File: config.mk
export PLATFORM = sky130hd
export DESIGN_NAME = sram_like_arbiter
export DESIGN_NICKNAME = d
export VERILOG_FILES = /design/src/rtl/sram_like_arbiter_pkg.sv /design/src/rtl/sram_like_arbiter_order.sv /design/src/rtl/sram_like_arbiter.sv
export SDC_FILE = /design/constraint.sdc
export NUM_CORES = 1
export LEC_CHECK = 0
export CELL_PAD_IN_SITES_DETAIL_PLACEMENT = 1
export CELL_PAD_IN_SITES_GLOBAL_PLACEMENT = 1
export CORE_MARGIN = 4
export CORE_UTILIZATION = 14
export CTS_CLUSTER_SIZE = 8
export DETAILED_ROUTE_END_ITERATION = 8
export PLACE_DENSITY_LB_ADDON = 0.2
export SYNTH_ARGS = -nofsm -noshare
export SYNTH_HDL_FRONTEND = slang
export SYNTH_SLANG_ARGS = --single-unit
File: constraint.sdc
create_clock -name clk -period 3.08 [get_ports clk]
set_clock_uncertainty 0.15 [all_clocks]
set_input_delay 0.77 -clock clk [delete_from_list [all_inputs] [get_ports clk]]
set_output_delay 0.77 -clock clk [all_outputs]
set_load 0.01 [all_outputs]
File: src/rtl/sram_like_arbiter_pkg.sv
// Shared definitions for the sram-like bus arbiter.
//   - Owner encoding, one bit, stored in the response order FIFO.
//   - Access size codes carried on the size fields.
//   - req_fields_t bundles one requester's address-phase fields for the mux.
package sram_like_arbiter_pkg;

    localparam logic OWN_I = 1'b0;
    localparam logic OWN_D = 1'b1;

    localparam logic [1:0] SZ_B = 2'b00;
    localparam logic [1:0] SZ_H = 2'b01;
    localparam logic [1:0] SZ_W = 2'b10;

    typedef struct packed {
        logic        wr;
        logic [1:0]  size;
        logic [31:0] addr;
        logic [3:0]  wstrb;
        logic [31:0] wdata;
    } req_fields_t;

endpackage

File: src/rtl/sram_like_arbiter_order.sv
// sram_order_fifo: remembers which requester owns each issued-but-unanswered
// downstream request, oldest first.
// Ports:
//   clk, rst   clock, synchronous active-high reset
//   i_push     write i_din at the tail (caller guarantees not full)
//   i_din      owner bit to store
//   i_pop      drop the head entry (caller guarantees not empty)
//   o_head     owner bit of the oldest entry
//   o_count    number of stored entries, 0..DEPTH
//   o_full     o_count == DEPTH
//   o_empty    o_count == 0
module sram_order_fifo #(
    parameter int DEPTH = 4
) (
    input  logic                     clk,
    input  logic                     rst,
    input  logic                     i_push,
    input  logic                     i_din,
    input  logic                     i_pop,
    output logic                     o_head,
    output logic [$clog2(DEPTH):0]   o_count,
    output logic                     o_full,
    output logic                     o_empty
);

    localparam int AW = $clog2(DEPTH);
    localparam logic [AW:0] DEPTH_CNT = (AW + 1)'(DEPTH);

    logic [DEPTH-1:0] r_mem;
    logic [AW-1:0]    r_wr_ptr;
    logic [AW-1:0]    r_rd_ptr;
    logic [AW:0]      r_count;

    // DEPTH is a power of two, so the pointers wrap by plain overflow.
    always_ff @(posedge clk) begin
        if (rst) begin
            r_mem    <= '0;
            r_wr_ptr <= '0;
            r_rd_ptr <= '0;
            r_count  <= '0;
        end else begin
            if (i_push) begin
                r_mem[r_wr_ptr] <= i_din;
                r_wr_ptr        <= r_wr_ptr + 1'b1;
            end
            if (i_pop) begin
                r_rd_ptr <= r_rd_ptr + 1'b1;
            end
            case ({i_push, i_pop})
                2'b10:   r_count <= r_count + 1'b1;
                2'b01:   r_count <= r_count - 1'b1;
                default: r_count <= r_count;
            endcase
        end
    end

    assign o_head  = r_mem[r_rd_ptr];
    assign o_count = r_count;
    assign o_full  = (r_count == DEPTH_CNT);
    assign o_empty = (r_count == '0);

endmodule

File: src/rtl/sram_like_arbiter.sv
// sram_like_arbiter: shares one downstream sram-like bus between instruction
// fetch (I) and the MEM stage (D), one address phase at a time, and returns
// each in-order downstream response to the requester that issued it.
// Ports:
//   clk, rst                      clock, synchronous active-high reset
//   inst_* / data_*               requester buses: req + fields in,
//                                 addr_ok / data_ok / rdata out
//   req/wr/size/addr/wstrb/wdata  downstream address phase out
//   addr_ok, data_ok, rdata       downstream accept / response in
//   proto_err                     sticky: data_ok seen with nothing outstanding
//
// Handshake: a requester raises *_req with stable fields and holds them until
// *_addr_ok is seen high in the same cycle; that cycle is the transfer. The
// downstream transfer is req & addr_ok. Responses (*_data_ok) are single-cycle
// pulses with rdata valid only in that cycle; stores are acknowledged the same way.
module sram_like_arbiter
    import sram_like_arbiter_pkg::*;
#(
    parameter int MAX_OUTSTANDING = 4,
    parameter int STARVE_LIMIT    = 8
) (
    input  logic        clk,
    input  logic        rst,
    input  logic        inst_req,
    input  logic        inst_wr,
    input  logic [1:0]  inst_size,
    input  logic [31:0] inst_addr,
    input  logic [3:0]  inst_wstrb,
    input  logic [31:0] inst_wdata,
    output logic        inst_addr_ok,
    output logic        inst_data_ok,
    output logic [31:0] inst_rdata,
    input  logic        data_req,
    input  logic        data_wr,
    input  logic [1:0]  data_size,
    input  logic [31:0] data_addr,
    input  logic [3:0]  data_wstrb,
    input  logic [31:0] data_wdata,
    output logic        data_addr_ok,
    output logic        data_data_ok,
    output logic [31:0] data_rdata,
    output logic        req,
    output logic        wr,
    output logic [1:0]  size,
    output logic [31:0] addr,
    output logic [3:0]  wstrb,
    output logic [31:0] wdata,
    input  logic        addr_ok,
    input  logic        data_ok,
    input  logic [31:0] rdata,
    output logic        proto_err
);

    localparam int CW = $clog2(MAX_OUTSTANDING) + 1;
    localparam int SW = $clog2(STARVE_LIMIT + 1);
    localparam logic [CW-1:0] MAX_CNT    = CW'(MAX_OUTSTANDING);
    localparam logic [SW-1:0] STREAK_MAX = SW'(STARVE_LIMIT);

    logic          r_lock;
    logic          r_lock_owner;
    logic [SW-1:0] r_streak;
    logic          r_proto_err;

    logic          w_head;
    logic [CW-1:0] w_count;
    logic          w_full;
    logic          w_empty;

    logic          w_can_issue;
    logic          w_starve;
    logic          w_owner_req;
    logic          w_grant_valid;
    logic          w_grant_owner;
    logic          w_hs;
    logic          w_push;
    logic          w_pop;
    logic          w_err;

    req_fields_t   w_i_f;
    req_fields_t   w_d_f;
    req_fields_t   w_sel_f;

    assign w_i_f = '{wr: inst_wr, size: inst_size, addr: inst_addr,
                     wstrb: inst_wstrb, wdata: inst_wdata};
    assign w_d_f = '{wr: data_wr, size: data_size, addr: data_addr,
                     wstrb: data_wstrb, wdata: data_wdata};

    // Issue gate uses the registered count; a response in this cycle does
    // not free a slot until the next one.
    assign w_can_issue = (w_count < MAX_CNT);
    assign w_starve    = (r_streak == STREAK_MAX) && inst_req;
    assign w_owner_req = (r_lock_owner == OWN_I) ? inst_req : data_req;

    always_comb begin
        w_grant_valid = 1'b0;
        w_grant_owner = OWN_D;
        if (!rst && w_can_issue) begin
            if (r_lock) begin
                // Locked: only the owner may continue; a dropped req (flush)
                // leaves the bus idle this cycle and unlocks next cycle.
                w_grant_valid = w_owner_req;
                w_grant_owner = r_lock_owner;
            end else if (w_starve) begin
                w_grant_valid = 1'b1;
                w_grant_owner = OWN_I;
            end else if (data_req) begin
                w_grant_valid = 1'b1;
                w_grant_owner = OWN_D;
            end else if (inst_req) begin
                w_grant_valid = 1'b1;
                w_grant_owner = OWN_I;
            end
        end
    end

    assign w_sel_f = !w_grant_valid ? '0 :
                     (w_grant_owner == OWN_D) ? w_d_f : w_i_f;

    assign req   = w_grant_valid;
    assign wr    = w_sel_f.wr;
    assign size  = w_sel_f.size;
    assign addr  = w_sel_f.addr;
    assign wstrb = w_sel_f.wstrb;
    assign wdata = w_sel_f.wdata;

    assign w_hs         = w_grant_valid & addr_ok;
    assign inst_addr_ok = w_hs & (w_grant_owner == OWN_I);
    assign data_addr_ok = w_hs & (w_grant_owner == OWN_D);

    // w_hs already implies a free slot; the full guard keeps the FIFO safe
    // even if the gate is ever changed.
    assign w_push = w_hs & ~w_full;
    assign w_pop  = data_ok & ~w_empty & ~rst;
    assign w_err  = data_ok &  w_empty & ~rst;

    assign inst_data_ok = w_pop & (w_head == OWN_I);
    assign data_data_ok = w_pop & (w_head == OWN_D);
    assign inst_rdata   = inst_data_ok ? rdata : 32'h0;
    assign data_rdata   = data_data_ok ? rdata : 32'h0;
    assign proto_err    = r_proto_err & ~rst;

    always_ff @(posedge clk) begin
        if (rst) begin
            r_lock       <= 1'b0;
            r_lock_owner <= OWN_I;
            r_streak     <= '0;
            r_proto_err  <= 1'b0;
        end else begin
            if (w_grant_valid && !addr_ok) begin
                r_lock       <= 1'b1;
                r_lock_owner <= w_grant_owner;
            end else begin
                r_lock       <= 1'b0;
            end

            // Streak counts D transfers that overtook a waiting I request.
            if (!inst_req) begin
                r_streak <= '0;
            end else if (w_hs) begin
                if (w_grant_owner == OWN_I) begin
                    r_streak <= '0;
                end else if (r_streak != STREAK_MAX) begin
                    r_streak <= r_streak + 1'b1;
                end
            end

            if (w_err) begin
                r_proto_err <= 1'b1;
            end
        end
    end

    sram_order_fifo #(
        .DEPTH (MAX_OUTSTANDING)
    ) u_order (
        .clk     (clk),
        .rst     (rst),
        .i_push  (w_push),
        .i_din   (w_grant_owner),
        .i_pop   (w_pop),
        .o_head  (w_head),
        .o_count (w_count),
        .o_full  (w_full),
        .o_empty (w_empty)
    );

endmodule

==> results of run 1 <==
-- what timing repair did --
item / 4_1_cts / 5_1_grt
setup endpoints to repair: 143 / 81
pin swaps: 10 / 6
buffers inserted: 25 / 6
gates cloned: 16 / 2
gates resized for setup: 395 / 55
-- stage by stage --
step / setup TNS (ps) / worst slack, ps / cell area (µm²)
2_1_floorplan: 0 / 180 / 2430
3_3_place_gp: -71830 / -652 / 6050
3_5_place_dp: -76240 / -684 / 6050
4_1_cts: -164 / -32.4 / 6550
5_1_grt: -321 / -66.9 / 6640
6_report: 0 / 30.6 / 6640
-- routing by layer --
metal  global-route usage  vias to the layer above  wire length, µm
li1                     -                     2136                -
met1                0.214                     2084             7660
met2                0.331                      184             9760
met3               0.0388                       17             1220
met4               0.0194                        0              223
met5                    0                        -                0
-- area by class of cell --
type,count,area share
multi-input cells,362,0.310
clock buffers,4,0.0134
well taps,220,0.0414
flip-flops and latches,18,0.0548
inverters,10,0.00565
repair buffers,392,0.575
-- synth_stat cells (all sizes together) --
| master | instances | area (µm²) |
|---|---|---|
| xnor2 | 2 | 17.5 |
| a211oi | 1 | 7.51 |
| a31oi | 2 | 12.5 |
| nor2b | 2 | 12.5 |
| ha | 7 | 87.6 |
| or3 | 1 | 6.26 |
| nor2 | 15 | 63.8 |
| nand3 | 4 | 20.0 |
| nand2 | 149 | 559 |
| or2 | 1 | 6.26 |
| o21ai | 3 | 15.0 |
| nand4 | 1 | 6.26 |
| xor2 | 3 | 26.3 |
| fa | 1 | 20.0 |
| clkbuf | 19 | 71.3 |
| inv | 10 | 37.5 |
| o21a | 1 | 7.51 |
| a21oi | 81 | 405 |
| nand3b | 2 | 15.0 |
| nand2b | 4 | 25.0 |
| a41o | 1 | 10.0 |
| mux4 | 1 | 22.5 |
| dfxtp | 18 | 360 |
| and3 | 33 | 206 |
| o211a | 1 | 10.0 |
| buf | 16 | 92.6 |
| a311oi | 4 | 35.0 |
| nor3 | 3 | 20.0 |
| a21boi | 1 | 11.3 |
| nor3b | 1 | 7.51 |
| a21o | 1 | 7.51 |
| and2 | 34 | 215 |
| or4 | 1 | 7.51 |
-- kinds of logic (layout without fill, tap and decap cells) --
kind of cell | Yosys count | count (layout) | synth area share
muxes | 1 | 1 | 0.00927
xor gates and xnor gates | 5 | 5 | 0.0180
and+or+nand+nor | 251 | 251 | 0.482
buffers and inverters | 45 | 406 | 0.0829
AOI/OAI and AO/OA | 96 | 97 | 0.215
adders and majority gates | 8 | 8 | 0.0443
DFF | 18 | 18 | 0.148
-- flip-flops by register name, indices dropped and copies added, names as in the netlist --
| signal | count |
|---|---|
| r_streak | 4 |
| r_lock_owner | 1 |
| u_order.r_mem | 4 |
| u_order.r_rd_ptr | 2 |
| r_lock | 1 |
| r_proto_err | 1 |
| u_order.r_wr_ptr | 2 |
| u_order.o_count | 3 |
-- power breakdown --
group	leakage (nW)	total (mW)	internal (mW)	switching (mW)
Combinational	3.09	0.895	0.519	0.377
Clock	0.0442	0.293	0.198	0.0952
Sequential	0.148	0.256	0.245	0.0102
Total	3.28	1.44	0.962	0.482
-- worst reg2reg max path, stage by stage (launching register included) --
cell and delay, ps:
dfxtp_1 310, nand2b_1 250, a21o_1 250, buf_4 130
and2_4 130, inv_2 70, buf_6 100, ha_2 170
inv_1 50, fa_2 330, xor2_1 150, or3_1 330
a21oi_2 120
-- worst min path at each step --
stage	from	to	cells past startpoint
3_3_place_gp	r_proto_err	r_proto_err	2
2_1_floorplan	r_proto_err	r_proto_err	2
4_1_cts	r_proto_err	r_proto_err	2
6_report	r_proto_err	r_proto_err	2
3_5_place_dp	r_proto_err	r_proto_err	2
5_1_grt	r_proto_err	r_proto_err	2
==> impl_metrics.yaml, run 1 <==
finish:
  drive_above_1_share: 0.256
  final_common_cell: "clkdlybuf4s50_1"
  multi_input_area_um2: 2060
  utilization: 0.395
  diodes: 0
  fillers: 2055
  final_cells: 1006
  area_growth_pct: 173
  finalNetCount: 975
  final_cell_mix: "176 x clkdlybuf4s50_1, 139 x nand2_1, 65 x a21oi_1"
  seq_area_um2: 364
critical_path:
  cp-start-kind: "input port"
  path_class: "input port to output pin"
  cp_num_buf_inv: 6
  crit_path_cell_trace: "buf_6 > nor2_4 > a21boi_4 > buf_6 > o21a_4 > buf_6 > buf_16 > buf_4 > nand2_2 > a21oi_2 > buf_2"
  worstReg2RegEnd: "u_order.o_count[2]"
  worstReg2RegStart: "r_lock_owner"
  arrival_ps: 2130
  critPathMaxStageDelay_ps: 210
  cpMostUsedCell: "buf_6"
  worstSetupPathDepth: 11
  cpMaxStageDelayCell: "a21boi_4"
  ff2ff_setup_slack_ps: 460
  crit_path_max_fanout: 6
  worstSetupEndpointType: "output pin"
  required_ps: 2160
  critPathTopFamily: "buffers and inverters"
  crit_start: "rst"
  ff2ff_path_depth: 12
  cp-endpoint: "addr[21]"
synth:
  yosysSeqAreaShare: 0.148
  synthesis.nets: 612
  synthDistinctLibCells: 41
  syn_avg_cell_area_um2: 5.73
  synth-warning-count: 0
  ys_ff_latch: 18
  synthesis.area_um2: 2430
  postSynthCellCount: 424
global_route:
  grt.overflow.total: 0
  grt_use_total: 0.177
  antenna_found_initial: 0
  first_global_vias: 4706
  grt_pass1_wl_mm: 27.8
  grt_max_degree: 39
timing:
  slew_viol_final: 0
  hold_viol: 0
  relSlewSlack: 0.794
  worstMarginPinSlew_ps: 306
  finalSetupViolations: 0
  grt_setup_unrepaired: "yes"
  worst_hold_slack_ps: 321
  post-route-period-util: 0.990
  fmax_mhz: 328
  min_period_ps: 3050
min_path:
  min_path_type: "flip-flop to flip-flop"
routing:
  drt.antenna.violating_nets: 0
  via_per_inst: 4.39
  vias: 4421
  routed_wl_mm: 18.9
  first_iter_violations: 139
  dr.pass1.iters: 4
  wl_per_cell_um: 18.7
  drcViolationCount: 0
clocking:
  path_clk_slew_ps: 50
  cts_sinks: 18
  cts.htree.levels: 1
  cts_buffer_depth: 2
  cts-buffers-inserted: 3
  clockRootBuffer: "clkbuf_16"
  ctsHoldBuffers: 0
  clock_latency_ps: 250
  cts_tree: "built"
floorplanning:
  ios: 321
  initial_core_util: 0.144
  die_w_um: 140
  row_count: 47
  core_area_um2: 16800
  die_y_um: 140
  dieArea_um2: 19500
flow_run:
  maxCapViolCount: 0
place:
  place_congestion: 0.821
  portBuffers: 320
  dp.cells: 954
  dpl.hpwl_mm: 13.3
pwr:
  power_mw: 1.44
  p_leak_nw: 3.28
  pwr_density_cell_nw_per_um2: 217
  vdd.ir_drop.worst_v: 0.000158
status:
  status: "finished clean"
No activity file was read; power rests on OpenSTA's default activity.
==> inputs of run 2 (changes only) <==
--- a/config.mk
+++ b/config.mk
@@ -13,2 +13,3 @@
 export DETAILED_ROUTE_END_ITERATION = 8
+export HOLD_SLACK_MARGIN = 0.03
 export PLACE_DENSITY_LB_ADDON = 0.2
--- a/constraint.sdc
+++ b/constraint.sdc
@@ -4,2 +4,2 @@
 set_output_delay 0.77 -clock clk [all_outputs]
-set_load 0.01 [all_outputs]
+set_load 0.02 [all_outputs]
==> run 2 against run 1 <==
- the run now ends with setup timing left
- non-clock buffer count fell by 14
- clock power hardly changed
- power grew 2.8%
- register-to-register slack worse by 90 ps
- count of clock-buffer cells in the layout unchanged
- final cell count shrank 1.5%
- flip-flop and latch count unchanged
- critical path type unchanged
- highest routed layer unchanged
==> impl_metrics.yaml, run 2 (same netlist as run 1, synthesis figures left out) <==
global_route:
  antenna_found_initial: 0
  grt_max_degree: 35
  grt_pass1_wl_mm: 27.3
  grtUsageMet1: 0.205
  first_global_vias: 4606
  grt_use_total: 0.172
  grt.overflow.total: 0
  use_met2: 0.324
  grt_use_met3: 0.0384
  busiest_layer: "met2"
critical_path:
  ff2ff_setup_slack_ps: 370
  worstReg2RegEnd: "u_order.o_count[2]"
  critPathTopFamily: "buffers and inverters"
  cp_num_buf_inv: 7
  worstReg2RegStart: "r_lock_owner"
  crit_path_cell_trace: "buf_4 > nor2_4 > a21boi_4 > buf_6 > o21ai_4 > buf_12 > buf_12 > buf_6 > buf_16 > nand2_1 > a21oi_1 > buf_4"
  critPathMaxStageDelay_ps: 210
  cp-start-kind: "input port"
  required_ps: 2160
  worstSetupEndpointType: "output pin"
  cpMaxStageDelayCell: "a21boi_4"
  crit_path_max_fanout: 7
  ff2ff_path_depth: 12
  arrival_ps: 2190
  path_class: "input port to output pin"
floorplanning:
  die_y_um: 140
  die_w_um: 140
  dieArea_um2: 19500
  row_count: 47
  initial_core_util: 0.144
  core_area_um2: 16800
  ios: 321
timing:
  hold_viol: 0
  post-route-period-util: 1.01
  worstMarginPinSlew_ps: 356
  slew_viol_final: 0
  fin_ws_ps: -29.9
  min_period_ps: 3110
  relSlewSlack: 0.761
  finalSetupViolations: 9
  worst_hold_slack_ps: 320
  grt_setup_unrepaired: "yes"
  fin_tns_setup_ps: -158
  fmax_mhz: 322
clocking:
  cts-buffers-inserted: 3
  cts_sinks: 18
  ctsHoldBuffers: 0
  clockRootBuffer: "clkbuf_16"
  clock_latency_ps: 250
  cts_tree: "built"
  path_clk_slew_ps: 50
  cts_buffer_depth: 2
  cts.htree.levels: 1
routing:
  dr.pass1.iters: 4
  first_iter_violations: 92
  drcViolationCount: 0
  routed_wl_mm: 18.1
  vias: 4340
  wl_per_cell_um: 18.2
  drt.antenna.violating_nets: 0
  via_per_inst: 4.38
status:
  violations: "setup timing"
  status: "finished with violations"
place:
  portBuffers: 320
  dpl.hpwl_mm: 13.3
  place_congestion: 0.837
  place_ws_ps: -732
flow_run:
  maxCapViolCount: 0
finish:
  diodes: 0
  area_growth_pct: 166
  final_common_cell: "clkdlybuf4s50_1"
  drive_above_1_share: 0.257
  final_cell_mix: "176 x clkdlybuf4s50_1, 140 x nand2_1, 70 x a21oi_1"
  finalNetCount: 960
pwr:
  pwr_density_cell_nw_per_um2: 230
  vdd.ir_drop.worst_v: 0.000183
  power_mw: 1.48
  p_leak_nw: 3.14
min_path:
  hold_start: "r_proto_err"
  hold_end: "r_proto_err"
  min_path_type: "flip-flop to flip-flop"
  hold_depth: 2
-- run 2: cell count changes in the layout (fill, tap and decap cells not counted), sizes merged --
cell	before	now
dlygate4sd2	54	42
clkbuf	18	12
clkdlybuf4s15	15	13
bufbuf	4	0
o21a	2	1
buf	129	139
-- run 2: worst min-delay path, delay by kind of cell, from the launching register on --
family / cells / cell delay (ps)
simple gates: 1 / 70
compound gates: 1 / 40
flops: 1 / 320
-- run 2: area by class of cell --
class / count / area, µm²
Multi-Input combinational cell: 361 / 2000
Timing Repair Buffer: 378 / 3690
Sequential cell: 18 / 362
Clock buffer: 4 / 88.8
Inverter: 10 / 37.5
Tap cell: 220 / 275
Fill cell: 2070 / 10400
-- run 2: per-layer routing --
layer  vias up  wire, µm
met3        13      1070
met5         -         0
met4         0       115
li1       2099         -
met2       174      9620
met1      2054      7270
-- run 2: per-stage QoR --
step	cell area, µm²	util	std cells
5_1_grt	6450	0.384	991
3_5_place_dp	6090	0.362	958
2_1_floorplan	2430	-	424
4_1_cts	6370	0.379	990
3_3_place_gp	6090	0.362	958
6_report	6450	0.384	991
-- run 2: worst max-delay path by stage --
stage | cells past startpoint | endpoint | slack [ps] | startpoint
final | 12 | addr[11] | -30 | rst
after global routing | 12 | wstrb[3] | -90 | rst
after CTS | 6 | inst_rdata[18] | 0.9 | u_order.r_rd_ptr[1]
after detailed placement | 9 | wdata[0] | -730 | rst
after global placement | 9 | addr[1] | -700 | rst
after floorplan | 8 | addr[0] | 40 | rst
-- run 2: power by group --
group          leakage (nW)  switching, mW  internal (mW)
combinational          2.94          0.433          0.502
clock                0.0442         0.0952          0.198
sequential            0.147         0.0107          0.245
-- run 2: timing repair --
action                                 in CTS  in global routing
gates cloned                               11                  0
endpoints found under the hold margin       0                  0
pin swaps                                   5                  1
setup buffers                              17                 11
setup endpoints to repair                 143                 99
resized for setup                         444                 57
